--- config.mk ---
export PLATFORM = sky130hd
export DESIGN_NAME = mem_port_arbiter
export DESIGN_NICKNAME = d
export VERILOG_FILES = /design/src/rtl/mem_port_arbiter.sv
export SDC_FILE = /design/constraint.sdc
export NUM_CORES = 1
export LEC_CHECK = 0
export BUFFER_PORTS_ARGS = -buffer_cell sky130_fd_sc_hd__buf_4
export CAP_MARGIN = 10
export CORE_AREA = 3 3 535 537
export CTS_CLUSTER_DIAMETER = 50
export DETAILED_ROUTE_END_ITERATION = 10
export DIE_AREA = 0 0 538 540
export SLEW_MARGIN = 30
export SYNTH_ARGS = -nofsm -noshare
export SYNTH_HDL_FRONTEND = slang
export SYNTH_SLANG_ARGS = --single-unit
--- constraint.sdc ---
create_clock -name clk -period 2.95 [get_ports clk]
set_clock_uncertainty 0.2 [all_clocks]
set_input_delay 0.7375 -clock clk [delete_from_list [all_inputs] [get_ports clk]]
set_output_delay 0.7375 -clock clk [all_outputs]
set_load 0.02 [all_outputs]
--- src/rtl/mem_port_arbiter.sv ---
`default_nettype none
// ============================================================================
// Module   : mem_port_arbiter
// Purpose  : Shares one memory port between the instruction-fetch (I) side
//            and the data-access (D) side. One request is latched, run on the
//            memory port to completion, and its response is returned to the
//            side that owns it. D normally wins contention, but only for
//            MAX_D_RUN consecutive grants while I is waiting.
// Ports    : clk, reset_n (async, active-low)
//            i_read/i_addr  -> i_rdata/i_resp                 (I side)
//            d_read/d_write/d_addr/d_wdata -> d_rdata/d_resp  (D side)
//            mem_read/mem_write/mem_addr/mem_wdata -> memory
//            mem_rdata/mem_resp <- memory
// Revision : 1.0  initial release
// ============================================================================
module mem_port_arbiter #(
    parameter int LINE_W    = 256,
    parameter int ADDR_W    = 32,
    parameter int MAX_D_RUN = 4
) (
    input  logic              clk,
    input  logic              reset_n,
    input  logic              i_read,
    input  logic [ADDR_W-1:0] i_addr,
    output logic [LINE_W-1:0] i_rdata,
    output logic              i_resp,
    input  logic              d_read,
    input  logic              d_write,
    input  logic [ADDR_W-1:0] d_addr,
    input  logic [LINE_W-1:0] d_wdata,
    output logic [LINE_W-1:0] d_rdata,
    output logic              d_resp,
    output logic              mem_read,
    output logic              mem_write,
    output logic [ADDR_W-1:0] mem_addr,
    output logic [LINE_W-1:0] mem_wdata,
    input  logic [LINE_W-1:0] mem_rdata,
    input  logic              mem_resp
);

    typedef enum logic [1:0] {
        ST_IDLE    = 2'd0,
        ST_SERVE_I = 2'd1,
        ST_SERVE_D = 2'd2,
        ST_DONE    = 2'd3
    } state_e;

    localparam logic [3:0] C_MAX_RUN = 4'(MAX_D_RUN);

    state_e              state_q, state_d;
    logic [3:0]          d_run_q, d_run_d;
    logic [ADDR_W-1:0]   addr_q,  addr_d;
    logic [LINE_W-1:0]   wdata_q, wdata_d;
    logic                write_q, write_d;

    logic w_d_req;
    logic w_serve_i;
    logic w_serve_d;

    assign w_d_req   = d_read | d_write;
    assign w_serve_i = (state_q == ST_SERVE_I);
    assign w_serve_d = (state_q == ST_SERVE_D);

    always_comb begin
        state_d = state_q;
        d_run_d = d_run_q;
        addr_d  = addr_q;
        wdata_d = wdata_q;
        write_d = write_q;
        case (state_q)
            ST_IDLE: begin
                // I wins when alone, or when D has used up its run budget.
                if (i_read && (!w_d_req || (d_run_q >= C_MAX_RUN))) begin
                    state_d = ST_SERVE_I;
                    addr_d  = i_addr;
                    write_d = 1'b0;
                    d_run_d = 4'd0;
                end else if (w_d_req) begin
                    state_d = ST_SERVE_D;
                    addr_d  = d_addr;
                    wdata_d = d_wdata;
                    // A simultaneous read+write is a write.
                    write_d = d_write;
                    // Only D grants that bypass a waiting I count toward the run.
                    if (!i_read) begin
                        d_run_d = 4'd0;
                    end else if (d_run_q < C_MAX_RUN) begin
                        d_run_d = d_run_q + 4'd1;
                    end
                end
            end
            ST_SERVE_I, ST_SERVE_D: begin
                if (mem_resp) begin
                    state_d = ST_DONE;
                end
            end
            ST_DONE: begin
                // Bubble cycle: lets the requester drop its level request.
                state_d = ST_IDLE;
            end
            default: begin
                state_d = ST_IDLE;
            end
        endcase
    end

    always_ff @(posedge clk or negedge reset_n) begin
        if (!reset_n) begin
            state_q <= ST_IDLE;
            d_run_q <= 4'd0;
            addr_q  <= '0;
            wdata_q <= '0;
            write_q <= 1'b0;
        end else begin
            state_q <= state_d;
            d_run_q <= d_run_d;
            addr_q  <= addr_d;
            wdata_q <= wdata_d;
            write_q <= write_d;
        end
    end

    // Commands drop in the same cycle as mem_resp so the memory never sees
    // a command that looks like a fresh request after completion.
    assign mem_read  = (w_serve_i | (w_serve_d & ~write_q)) & ~mem_resp;
    assign mem_write = w_serve_d & write_q & ~mem_resp;
    assign mem_addr  = addr_q;
    assign mem_wdata = wdata_q;

    // Responses are routed to the owner only; mem_resp outside SERVE is ignored.
    assign i_resp  = w_serve_i & mem_resp;
    assign d_resp  = w_serve_d & mem_resp;
    assign i_rdata = i_resp ? mem_rdata : '0;
    assign d_rdata = d_resp ? mem_rdata : '0;

endmodule
`default_nettype wire
After elaboration in Yosys (flattened, before gate mapping)

Index checks and enable logic that the tools add are counted.

Flip-flop bits (word level): 295
Bits in latches: 0
RAM bits: 0
Memory bits (read-only): 0
Output and inout bits: 804
Word-level logic and storage cells: 49
Memories: 0

$add $sub $neg: 1
Multiply operators: 0
Divide/modulo/power cells: 0
Order comparisons: 2
Equality and inequality tests: 6
Shift operators: 0
Muxes and demuxes: 14
Bitwise gates (word level): 11
Reductions and logical operators: 10

Operators by type and width:

| kind                                                                   | count |
|---|---|
| 256-bit two-way mux                                                    | 2 |
| 32-bit two-way mux                                                     | 2 |
| 4-bit two-way mux                                                      | 4 |
| 1-bit bitwise AND                                                      | 6 |
| 2-bit two-way mux                                                      | 3 |
| 2-bit one-hot mux with 3 select lines                                  | 1 |
| 3-bit AND reduction                                                    | 2 |
| 4-bit by 1-bit adder with 4-bit output (second input constant)         | 1 |
| 2-bit equality test (second input constant)                            | 2 |
| 4-bit by 3-bit >= comparator with 1-bit output (second input constant) | 1 |
| 4-bit by 3-bit < comparator with 1-bit output (second input constant)  | 1 |
| 2-bit AND reduction                                                    | 2 |
| 3-bit by 1-bit != test with 1-bit output (second input constant)       | 1 |
| 3-bit != test (second input constant)                                  | 1 |
| 1-bit inverter                                                         | 3 |
| 2-bit by 1-bit equality test with 1-bit output (second input constant) | 1 |
| 2-bit zero test                                                        | 1 |
| 1-bit two-way mux                                                      | 2 |
| 2-bit != test (second input constant)                                  | 1 |
| 1-bit bitwise OR                                                       | 2 |
| 2-bit nonzero test                                                     | 1 |
| 2-bit OR reduction                                                     | 1 |
| 1-bit logical AND                                                      | 1 |
| 1-bit zero test                                                        | 1 |
| 1-bit logical OR                                                       | 1 |

Longest topological paths before layout

Depth in word-level cells: 6
Gate-level depth with buffers: 8

Least setup slack after synthesis

Ideal clock, no wire load.

Path type: input -> output
From: in mem_resp
To: out mem_write
Data arrival time: 1.772 ns
Path slack: 0.240 ns
Cell stages on the path: 4
Cells stage by stage: clkbuf_1 > clkbuf_1 > clkbuf_1 > nor3b_1

Word-level cells in the longest chain between the ends: 2

Ends and longest elaborated chain:

| item              | RTL line | RTL |
|---|---|---|
| from (decl)       | 38       | `input logic mem_resp` |
| 1-bit inverter    | 126      | `assign mem_write = w_serve_d & write_q & ~mem_resp;` |
| 1-bit bitwise AND | 126      |  |
| to (decl)         | 34       | `output logic mem_write,` |

Every way passes these cells.

Worst setup path after layout

From: reg state_q[1]
To: out i_rdata[225]

Word-level cells in the longest chain between the ends: 3

Ends and longest elaborated chain:

| item                                           | RTL line | RTL |
|---|---|---|
| from (decl)                                    | 50       | `state_e state_q, state_d;` |
| from (signal assigned)                         | 115      | `state_q <= state_d;` |
| 2-bit by 1-bit equality test with 1-bit output | 61       | `assign w_serve_i = (state_q == ST_SERVE_I);` |
| 1-bit bitwise AND                              | 131      | `assign i_resp = w_serve_i & mem_resp;` |
| 256-bit two-way mux                            | 133      | `assign i_rdata = i_resp ? mem_rdata : '0;` |
| to (decl)                                      | 25       | `output logic [LINE_W-1:0] i_rdata,` |

Every way passes these cells.

==> impl_metrics.csv <==
group,metric,value,unit
critical_path,crit_type,"flop to output pin",
layout,final_cell_count_no_fill,6617,
power_and_ir_drop,pwr-share-comb,0.638,
routing,first_pass_iters,5,
synthesis,synthArstFlopShare,1.00,
global_routing,grtUsageTotal,0.161,
placed_design,portBuffers,1385,
global_routing,grt_pass1_vias,18600,
power_and_ir_drop,power,37.4,mW
timing,final_hold_viol_count,0,
synthesis,synth_compound_area_frac,0.0283,
synthesis,syn_avg_cell_area,10.9,sq um
timing,fmax,0.315,GHz
power_and_ir_drop,switching_share,0.485,
timing,worst_slack,-0.227,ns
clock_network,clk_path_buf_depth,3,
clock_network,insertion_delay,0.65,ns
synthesis,ys_seq_elements,295,
floorplan,start_util,0.0539,
clock_network,cts_buffers,48,
power_and_ir_drop,p_leak,16.7,nW
synthesis,synth_top_family_by_area,"simple AND/OR/NAND/NOR gates",
floorplan,die_area,291000,sq um
timing,maxSlewViolCount,0,
placed_design,place_congestion,0.964,
synthesis,synth-simple-area-share,0.236,
floorplan,rows,195,
power_and_ir_drop,p_sw,18.1,mW
status,violations,"negative setup slack",
routing,vias,19700,
timing,tightestPinTransition,0.585,ns
placed_design,dp_hpwl,222000,microns
routing,routed_wl,248000,microns
synthesis,synth_edf_count,0,
global_routing,grt_max_degree,75,
routing,drt_iter0_drc,1578,
critical_path,arrival,2.24,ns
critical_path,end_kind,"output pin",
synthesis,synthFlopType,"dfrtp_1",
power_and_ir_drop,power_density,1070,nW/um^2
clock_network,cts_tree,"built",
clock_network,root_buffer,"clkbuf_16",
job,drv_cap,0,
clock_network,clkSlewWorstSetupHoldPaths,0.06,ns
synthesis,synth_warnings,0,
critical_path,crit_path_max_fanout,14,
synthesis,synthMuxAreaShare,0.190,
floorplan,die_width,538,microns
routing,ant_nets,0,
layout,layout.nets,3378,
power_and_ir_drop,max-vdd-ir-drop,0.000603,V
global_routing,antenna_found_initial,267,
routing,drc,0,
clock_network,clock_sinks,295,
synthesis,synthCells,1394,
global_routing,grt_pass1_wl,284000,microns
synthesis,yosysUniqueCellTypes,30,
synthesis,synth.top_cell.area_share,0.486,
timing,period_share,1.08,
clock_network,htreeDepth,2,
routing,routedWlPerCell,37.4,microns
synthesis,syn-num-nets,1980,
synthesis,synth_commonest_cells,"and3_1, dfrtp_1, mux2_2, clkbuf_1, a21oi_1",
power_and_ir_drop,pwr-share-clk,0.167,
status,status,"finished with violations",
critical_path,startpoint_type,"flop",
power_and_ir_drop,seqPwrFrac,0.195,
min_path,hp-class,"input port to flop",
synthesis,syn-cell-area,15200,sq um
timing,rsz0062_at_grt,"yes",
synthesis,synth.most_common_cell,"and3_1",
floorplan,num_io_pins,1386,
timing,period_needed,3.18,ns
synthesis,ys_seq_area_frac,0.486,
synthesis,synthAdderAreaFrac,0.00329,
floorplan,dieHeight,540,microns
layout,drive_gt1_frac,0.696,
critical_path,cp.required,2.01,ns
synthesis,synth-xor-area-share,0,
routing,routed_via_density,2.98,
synthesis,yosys.area.top_type,"dfrtp_1",
layout,syn_to_final_growth,131,%
global_routing,grt_overflow,0,
timing,finalSetupViolCount,503,
timing,slew_headroom,0.610,
floorplan,core_area,282000,sq um
synthesis,synth.area.top_cells,"dfrtp_1, and3_1, mux2_2, clkbuf_1, mux2_1",
power_and_ir_drop,p_int,19.3,mW
placed_design,placedCellCount,6426,
==> cells in the final DEF, fill, tap and decap left out, types with 2 or more instances in the layout <==
cell and instances:
inv_6 10, mux2_1 38, inv_8 6, and2_4 3
diode_2 42, buf_8 15, buf_12 57, mux2_2 218
clkbuf_16 57, nor3_1 3, clkinvlp_4 4, nor2_1 35
inv_1 2, nor2_2 2, buf_4 1192, clkinv_2 4
bufinv_16 5, and3_4 141, o21ai_0 2, and3_1 371
a211oi_1 2, buf_16 18, clkbuf_8 7, dfrtp_1 294
inv_2 2, clkinv_4 2, ha_1 2, a21oi_1 69
ha_4 2, nand2_1 37, buf_6 214
==> state kept, by name, indices dropped and copies added, names as in the netlist <==
signal / cells
mem_addr: 32
state_q: 2
write_q: 1
d_run_q: 4
mem_wdata: 256
==> final timing paths <==
check / from / to / slack [ns] / cells after the start
worst min register to register: mem_wdata[128] / mem_wdata[128] / 0.29 / 1
worst max register to register: state_q[0] / mem_wdata[47] / 0.52 / 8
worst min-delay path: d_wdata[255] / mem_wdata[255] / 0.09 / 2
worst max-delay path: state_q[1] / i_rdata[225] / -0.23 / 7
min in group asynchronous: reset_n / mem_wdata[42] / 0.39 / 2
max in group asynchronous: reset_n / mem_wdata[91] / 1.39 / 3
==> layer usage <==
metal / GRT usage / wire, microns / vias to the layer above
li1: - / - / 7854
met1: 0.185 / 94900 / 9478
met2: 0.231 / 98000 / 1841
met3: 0.137 / 48500 / 471
met4: 0.0159 / 4660 / 64
met5: 0.0127 / 1380 / -
==> kinds of logic after synthesis <==
group / count (synthesis)
AO/OA/AOI/OAI: 78
adder cells (fa/ha/maj): 4
buffers and inverters: 162
flip-flops: 295
multiplexers: 256
AND/OR/NAND/NOR: 599
==> final cells by class <==
class,count,area (sq um)
fillers,32400,247000
repair buffers,1506,13500
multi-input cells,937,7690
flip-flops and latches,295,7380
well taps,3743,4680
clock buffers,56,1300
clock inverters,34,439
diodes,42,105
inverters,4,15.0
==> timing repair <==
action,CTS,global route
setup endpoints to repair,512,516
gates resized for setup,233,246
pin swaps,2,3
hold endpoints to repair,34,0
hold buffers,1,0
gates cloned,17,11
setup buffers,29,9
==> critical path, cell delays in order (launching register included) <==
cell,delay (ns)
dfrtp_2,0.44
inv_2,0.09
ha_4,0.14
buf_12,0.17
buf_12,0.19
clkbuf_16,0.19
and3_1,0.15
buf_4,0.14
==> stage by stage <==
step            util  instance area, sq um  setup slack (ns)  hold slack [ns]  TNS, ns
3_3_place_gp   0.108                 30300           -0.0944            0.277   -0.332
6_report       0.124                 35100            -0.227           0.0867   -65.02
5_1_grt        0.124                 35000            -0.296           0.0401  -108.69
2_1_floorplan      -                 15200             0.240            0.242        0
4_1_cts        0.120                 33800            -0.296           0.0198  -102.42
3_5_place_dp   0.108                 30300            -0.106            0.282   -0.380
==> power by group through the flow <==
stage / clock network (mW) / registers [mW] / logic (mW)
2_1_floorplan: 0 / 9.68 / 6.30
3_3_place_gp: 0 / 7.24 / 21.0
3_5_place_dp: 0 / 7.33 / 21.0
4_1_cts: 6.44 / 7.30 / 23.2
5_1_grt: 6.58 / 7.58 / 25.3
6_report: 6.23 / 7.30 / 23.9
Note: power is estimated with default switching activity, not from simulation.
